**config.mk**
```make
export PLATFORM = sky130hd
export DESIGN_NAME = seg_scan_decoder_flat
export DESIGN_NICKNAME = d
export VERILOG_FILES = /design/src/rtl/seg_scan_decoder_if.sv /design/src/rtl/seg_scan_decoder.sv /design/src/flat_wrapper.sv
export SDC_FILE = /design/constraint.sdc
export NUM_CORES = 1
export LEC_CHECK = 0
export ABC_AREA = 1
export ABC_CLOCK_PERIOD_IN_PS = 2200
export CELL_PAD_IN_SITES_DETAIL_PLACEMENT = 1
export CELL_PAD_IN_SITES_GLOBAL_PLACEMENT = 1
export CORE_MARGIN = 2
export CORE_UTILIZATION = 35
export CTS_CLUSTER_SIZE = 40
export DETAILED_ROUTE_END_ITERATION = 10
export GPL_ROUTABILITY_DRIVEN = 0
export GPL_TIMING_DRIVEN = 0
export PLACE_DENSITY_LB_ADDON = 0.1
export SLEW_MARGIN = 25
export SYNTH_ARGS = -nofsm -noshare
export SYNTH_HDL_FRONTEND = slang
export SYNTH_SLANG_ARGS = --single-unit
```
**constraint.sdc**
```tcl
create_clock -name clk -period 2.2 [get_ports clk]
set_clock_uncertainty 0.15 [all_clocks]
set_input_delay 0.66 -clock clk [delete_from_list [all_inputs] [get_ports clk]]
set_output_delay 0.66 -clock clk [all_outputs]
set_load 0.03 [all_outputs]
```
**src/rtl/seg_scan_decoder_if.sv**
```systemverilog
// seg_scan_decoder_if: display bus in, decoded digits and status pulses out
interface seg_scan_decoder_if;
    logic [3:0]  an;
    logic [7:0]  seg;
    logic [15:0] digits;
    logic [3:0]  dp;
    logic [3:0]  digit_valid;
    logic [15:0] frame_digits;
    logic        frame_pulse;
    logic        pattern_err;
    logic        anode_err;
    modport master (
        output an, seg,
        input  digits, dp, digit_valid, frame_digits, frame_pulse, pattern_err, anode_err
    );
    modport slave (
        input  an, seg,
        output digits, dp, digit_valid, frame_digits, frame_pulse, pattern_err, anode_err
    );
endinterface

```
**src/rtl/seg_scan_decoder.sv**
```systemverilog
// seg_scan_decoder: glitch-filters a multiplexed active-low 7-segment bus and rebuilds the four digits
module seg_scan_decoder #(
    parameter int STABLE_CYCLES = 4
) (
    input logic clk,
    input logic rst,
    seg_scan_decoder_if.slave bus
);
    localparam int CW = $clog2(STABLE_CYCLES + 1);
    localparam logic [CW-1:0] CNT_MAX = CW'(STABLE_CYCLES);
    localparam logic [CW-1:0] CNT_ACC = CW'(STABLE_CYCLES - 1);

    logic [11:0]   s_q, s_d, cur;
    logic [CW-1:0] cnt_q, cnt_d;
    logic [3:0]    seen_q, seen_d, seen_new;
    logic [15:0]   digits_q, digits_d;
    logic [15:0]   frame_digits_q, frame_digits_d;
    logic [3:0]    dp_q, dp_d;
    logic [3:0]    digit_valid_q, digit_valid_d;
    logic          frame_pulse_q, frame_pulse_d;
    logic          pattern_err_q, pattern_err_d;
    logic          anode_err_q, anode_err_d;
    logic          same, accept, idle, one_pos, pos_acc, code_ok;
    logic [3:0]    code;

    // stability counter: accept fires once, on the cycle the run reaches STABLE_CYCLES samples
    always_comb begin
        cur    = {bus.an, bus.seg};
        same   = (cur == s_q);
        s_d    = cur;
        cnt_d  = !same ? '0 : (cnt_q == CNT_MAX ? cnt_q : cnt_q + 1'b1);
        accept = same && (cnt_q == CNT_ACC);
    end

    // segment decode of gfedcba (active-low); blank maps to F
    always_comb begin
        code    = 4'hF;
        code_ok = 1'b1;
        case (bus.seg[6:0])
            7'h40: code = 4'd0;
            7'h79: code = 4'd1;
            7'h24: code = 4'd2;
            7'h30: code = 4'd3;
            7'h19: code = 4'd4;
            7'h12: code = 4'd5;
            7'h02: code = 4'd6;
            7'h78: code = 4'd7;
            7'h00: code = 4'd8;
            7'h10: code = 4'd9;
            7'h7F: code = 4'hF;
            default: code_ok = 1'b0;
        endcase
    end

    // per-position update, frame assembly and error classification
    always_comb begin
        idle           = (bus.an == 4'hF);
        one_pos        = $onehot(~bus.an);
        pos_acc        = accept && one_pos && code_ok;
        digits_d       = digits_q;
        dp_d           = dp_q;
        digit_valid_d  = digit_valid_q;
        seen_new       = seen_q;
        for (int i = 0; i < 4; i++) begin
            if (pos_acc && !bus.an[i]) begin
                digits_d[4*i +: 4] = code;
                dp_d[i]            = ~bus.seg[7];
                digit_valid_d[i]   = 1'b1;
                seen_new[i]        = 1'b1;
            end
        end
        frame_pulse_d  = (seen_new == 4'hF);
        seen_d         = frame_pulse_d ? 4'h0 : seen_new;
        frame_digits_d = frame_pulse_d ? digits_d : frame_digits_q;
        pattern_err_d  = accept && one_pos && !code_ok;
        anode_err_d    = accept && !idle && !one_pos;
    end

    // state registers; s_q resets to the idle bus value so the first real sample counts as a change
    always_ff @(posedge clk or posedge rst) begin
        if (rst) begin
            s_q            <= 12'hFFF;
            cnt_q          <= '0;
            seen_q         <= '0;
            digits_q       <= '0;
            frame_digits_q <= '0;
            dp_q           <= '0;
            digit_valid_q  <= '0;
            frame_pulse_q  <= 1'b0;
            pattern_err_q  <= 1'b0;
            anode_err_q    <= 1'b0;
        end else begin
            s_q            <= s_d;
            cnt_q          <= cnt_d;
            seen_q         <= seen_d;
            digits_q       <= digits_d;
            frame_digits_q <= frame_digits_d;
            dp_q           <= dp_d;
            digit_valid_q  <= digit_valid_d;
            frame_pulse_q  <= frame_pulse_d;
            pattern_err_q  <= pattern_err_d;
            anode_err_q    <= anode_err_d;
        end
    end

    assign bus.digits       = digits_q;
    assign bus.dp           = dp_q;
    assign bus.digit_valid  = digit_valid_q;
    assign bus.frame_digits = frame_digits_q;
    assign bus.frame_pulse  = frame_pulse_q;
    assign bus.pattern_err  = pattern_err_q;
    assign bus.anode_err    = anode_err_q;
endmodule

```
**src/flat_wrapper.sv**
```systemverilog
// flat-port wrapper written by rule: the top's interface ports become plain ports
module seg_scan_decoder_flat 
#(
    parameter int STABLE_CYCLES = 4
)
  (clk, rst, bus_an, bus_seg, bus_digits, bus_dp, bus_digit_valid, bus_frame_digits, bus_frame_pulse, bus_pattern_err, bus_anode_err);
  seg_scan_decoder_if bus_i ();
  input logic clk;
  input logic rst;
  input wire logic [$bits(bus_i.an)-1:0] bus_an;
  input wire logic [$bits(bus_i.seg)-1:0] bus_seg;
  output wire logic [$bits(bus_i.digits)-1:0] bus_digits;
  output wire logic [$bits(bus_i.dp)-1:0] bus_dp;
  output wire logic [$bits(bus_i.digit_valid)-1:0] bus_digit_valid;
  output wire logic [$bits(bus_i.frame_digits)-1:0] bus_frame_digits;
  output wire logic [$bits(bus_i.frame_pulse)-1:0] bus_frame_pulse;
  output wire logic [$bits(bus_i.pattern_err)-1:0] bus_pattern_err;
  output wire logic [$bits(bus_i.anode_err)-1:0] bus_anode_err;
  assign bus_i.an = bus_an;
  assign bus_i.seg = bus_seg;
  assign bus_digits = bus_i.digits;
  assign bus_dp = bus_i.dp;
  assign bus_digit_valid = bus_i.digit_valid;
  assign bus_frame_digits = bus_i.frame_digits;
  assign bus_frame_pulse = bus_i.frame_pulse;
  assign bus_pattern_err = bus_i.pattern_err;
  assign bus_anode_err = bus_i.anode_err;
  seg_scan_decoder #(.STABLE_CYCLES(STABLE_CYCLES)) u_core (.clk(clk), .rst(rst), .bus(bus_i));
endmodule
```
==> results_dict.tcl, run 1 <==
set metrics [dict create \
    die_area_sq_um 8930 \
    post-dp-hpwl_microns 5190 \
    postSynthCellCount 320 \
    via_count 2596 \
    clkLatencyLatePin_ns 0.34 \
    regToRegStartpoint "u_core.s_q[3]$_DFF_PP1_" \
    hold_end "u_core.s_q[10]$_DFF_PP1_" \
    netlist_area_sq_um 2870 \
    worst_hold_slack_ns 0.280 \
    detail_route.drc_violations 0 \
    chipWidth_microns 94.5 \
    grt_setup_unrepaired "true" \
    setup_slack_ns -0.615 \
    postRouteAntennaNets 0 \
    n_fill_cell 896 \
    tritoncts_num_sinks 62 \
    final_design_area_no_fill_sq_um 4740 \
    max-slew-margin-rel_pct 72.4 \
    cts.reportedPaths.clkPinSlew_ns 0.08 \
    wl_per_cell_microns 16.2 \
    slew_viols_final 0 \
    worstPathCellList "buf_6 -> inv_4 -> ha_4 -> ha_4 -> fa_1 -> nor3b_4 -> nand4_1 -> nand2_2 -> nand2_8 -> nor2_8 -> buf_12 -> buf_16 -> nand2_2 -> nand2_1" \
    hold-path-cell-count 1 \
    detail_route.iter0.violations 47 \
    tritoncts "built" \
    maximum_achievable_frequency_ghz 0.355 \
    via_count_of_the_first_global_routing_pass 2809 \
    crit_path_max_fanout 5 \
    layout.cells.non_filler 540 \
    vias_per_cell 4.81 \
    cts_root_buf "clkbuf_8" \
    wirelength_microns 8760 \
    setup.worst_path.class "in2reg" \
    hold_viol_final 0 \
    seq_power_share_pct 48.8 \
    setup_viol 45 \
    drive_gt1_share_pct 40.7 \
    post-place-cells 483 \
    internal_reg_to_reg_setup_slack_ns -0.17 \
    initial_core_util_pct 35.4 \
    combinational_share_of_power_pct 9.4 \
    yosys.cell_types.count 30 \
    worst_pin_slew_ns 0.403 \
    maxCapViolCount 0 \
    clock_buffer_depth 2 \
    netSwitchingFraction_pct 25.6 \
    cts-buffers-inserted 9 \
    internal_power_uw 1780 \
    postSynthRegisterBits 62 \
    period_share_pct 128 \
    power-per-cell-area_nw_per_um2 504 \
    grt_pass1_wl_microns 14000 \
    globalRouteOverflowTotal 0 \
    setup_total_negative_slack_ns -20.90 \
    core_sq_um 8090 \
    port_buffers 56 \
    timing.rr.end "u_core.bus.frame_digits[1]$_DFFE_PP0N_" \
    hold_crit_path_type "in2reg" \
    setup.worst_path.end_class "flip-flop" \
    fin_crit_ns 2.82 \
    floorplan.die.height_microns 94.5 \
    power.share.clock_pct 41.9 \
    area_growth_pct 65.4 \
    floorplan.rows 33 \
    post_synth.cell_area_avg_sq_um 8.95 \
    critical_path.startpoint_type "input port" \
    antenna_found_initial 0 \
    crit_arrival_ns 2.95 \
    grt_start_max_net_pins 31 \
    failed_checks "negative setup slack" \
    critical_path.slowest_cell "fa_1" \
    postSynthNetCount 343 \
    finalNetCount 453 \
    ys_warn_count 0 \
    cpPeakStageDelay_ns 0.48 \
    grt_use_total_pct 21.0 \
    ff2ff_path_depth 14 \
    run_status "finished with violations" \
    hp-start "bus_an[2]" \
    worst_endpoint_required_time_ns 2.34 \
    register_area_share_after_synthesis_pct 54.7 \
    postPlaceCellArea_sq_um 3710 \
    crit_path_launch "bus_an[2]" \
    floorplan.io_pins 57 \
    leakagePower_uw 0.00269 \
    ir_drop_uv 245 \
    clock_tree.htree_level_count 3 \
    diodes 0 \
    p_switching_uw 613 \
    drt_pass1_iterations 5 \
]
## cell families after synthesis
logic type,count (synthesis),synth area share [%]
XOR/XNOR,7,2.14
AO/OA/AOI/OAI,41,7.38
AND/OR/NAND/NOR,157,24.9
buffers and inverters,44,6.68
adder cells (fa/ha/maj),9,4.19
flip-flops,62,54.7
## timing repair
action | 4_1_cts | 5_1_grt
hold buffers | 0 | 0
gates resized for setup | 147 | 67
pin swaps | 23 | 6
buffers inserted | 35 | 5
cloned | 4 | 0
setup endpoints to repair | 61 | 65
## critical path, delay by kind of cell
kind / cells / cell delay (ns)
buf+inv: 4 / 0.40
simple gates: 7 / 1.07
fa+ha+maj: 3 / 0.82
## through the flow
| step | power [uW] | worst slack [ns] | utilization (%) |
|---|---|---|---|
| final | 2390 | -0.615 | 58.5 |
| after global routing | 2490 | -0.754 | 58.5 |
| after CTS | 2400 | -0.554 | 55.8 |
| after detailed placement | 1380 | -1.60 | 45.9 |
| after global placement | 1360 | -1.57 | 45.3 |
| after floorplan | 1300 | -0.571 | - |
## Yosys cell counts
library cell | number | area share (%)
nand2_1 | 108 | 14
dfrtp_1 | 50 | 44
inv_1 | 30 | 3.9
nor2_1 | 17 | 2.2
o21ai_0 | 16 | 2.8
o21ai_1 | 16 | 2.8
dfstp_2 | 12 | 11
ha_1 | 8 | 3.5
a21oi_1 | 7 | 1.2
buf_2 | 6 | 1.0
xnor2_1 | 6 | 1.8
inv_2 | 5 | 0.66
nand3_1 | 5 | 0.87
nand4_1 | 5 | 1.1
nand2_2 | 3 | 0.66
nor2_2 | 3 | 0.66
nor3_1 | 3 | 0.52
or2_2 | 3 | 0.66
buf_6 | 2 | 0.79
nand2_4 | 2 | 0.79
nand3_2 | 2 | 0.70
nand4_2 | 2 | 0.87
nor2_4 | 2 | 0.79
a2111oi_0 | 1 | 0.31
buf_4 | 1 | 0.26
fa_1 | 1 | 0.70
nor2_8 | 1 | 0.70
nor3b_1 | 1 | 0.26
o21a_1 | 1 | 0.26
xor2_1 | 1 | 0.31
## state kept, by name, summed over array words and instances, names as in the netlist
signal	count
u_core.s_q	12
u_core.bus.anode_err	1
u_core.bus.digits	16
u_core.bus.pattern_err	1
u_core.bus.dp	4
u_core.bus.digit_valid	4
u_core.bus.frame_pulse	1
u_core.seen_q	4
u_core.cnt_q	3
u_core.bus.frame_digits	16
## layout by cell type, fill, tap and decap left out, types with 3 or more instances in the layout
cell type,netlist,layout
nand2_4,2,10
buf_12,0,5
clkbuf_8,0,9
buf_6,2,11
dlymetal6s2s_1,0,19
xnor2_1,6,6
nand3_1,5,5
o21ai_1,16,11
dfstp_2,12,12
a21oi_2,0,4
buf_4,1,28
ha_4,0,3
nor3_1,3,3
inv_1,30,26
clkdlybuf4s50_1,0,4
o21ai_2,0,13
nand2_2,3,29
ha_1,8,5
nand4_1,5,5
dlygate4sd2_1,0,27
nand2_1,108,73
nor2_1,17,14
nor2_4,2,3
buf_16,0,4
dfrtp_1,50,50
inv_6,0,3
nor2_2,3,5
clkinv_2,0,3
o21ai_4,0,6
buf_8,0,8
## final cells by class
class / count / area [sq um] / share of cell area (%)
sequential: 62 / 1570 / 33.1
multi-input combinational: 214 / 1490 / 31.4
timing repair buffer: 101 / 1090 / 22.9
inverter: 35 / 168 / 3.54
tap: 105 / 131 / 2.77
clock buffer: 10 / 128 / 2.69
buffer: 7 / 108 / 2.27
clock inverter: 6 / 61.3 / 1.29
## worst max-delay path by stage
stage | end | slack (ns)
after floorplan | u_core.bus.frame_digits[10]$_DFFE_PP0N_ | -0.57
after global placement | u_core.bus.frame_digits[6]$_DFFE_PP0N_ | -1.57
after detailed placement | u_core.bus.frame_digits[12]$_DFFE_PP0N_ | -1.60
after CTS | u_core.bus.frame_digits[12]$_DFFE_PP0N_ | -0.55
after global routing | u_core.bus.frame_digits[13]$_DFFE_PP0N_ | -0.75
final | u_core.bus.frame_digits[1]$_DFFE_PP0N_ | -0.62
## routing by layer
metal / global-route usage (%) / part of all wire, % / vias up
met2: 35.5 / 51 / 55
met1: 27.4 / 45 / 1300
met4: 5.07 / 0.99 / 0
li1: - / - / 1235
met5: 0 / 0 / -
met3: 4.87 / 3.7 / 6
## power by group through the flow
stage          sequential (uW)  clock [uW]  combinational, uW
2_1_floorplan             1180           0                112
3_3_place_gp              1190           0                177
5_1_grt                   1170        1080                250
3_5_place_dp              1190           0                192
6_report                  1160        1000                225
4_1_cts                   1160        1010                221
(Power assumes the default switching activity.)
==> run 2, diff against run 1 <==
- CTS_CLUSTER_DIAMETER: unset -> 30
==> results of run 2 <==
The final DEF is identical to that of run 1; final timing and power are the same.
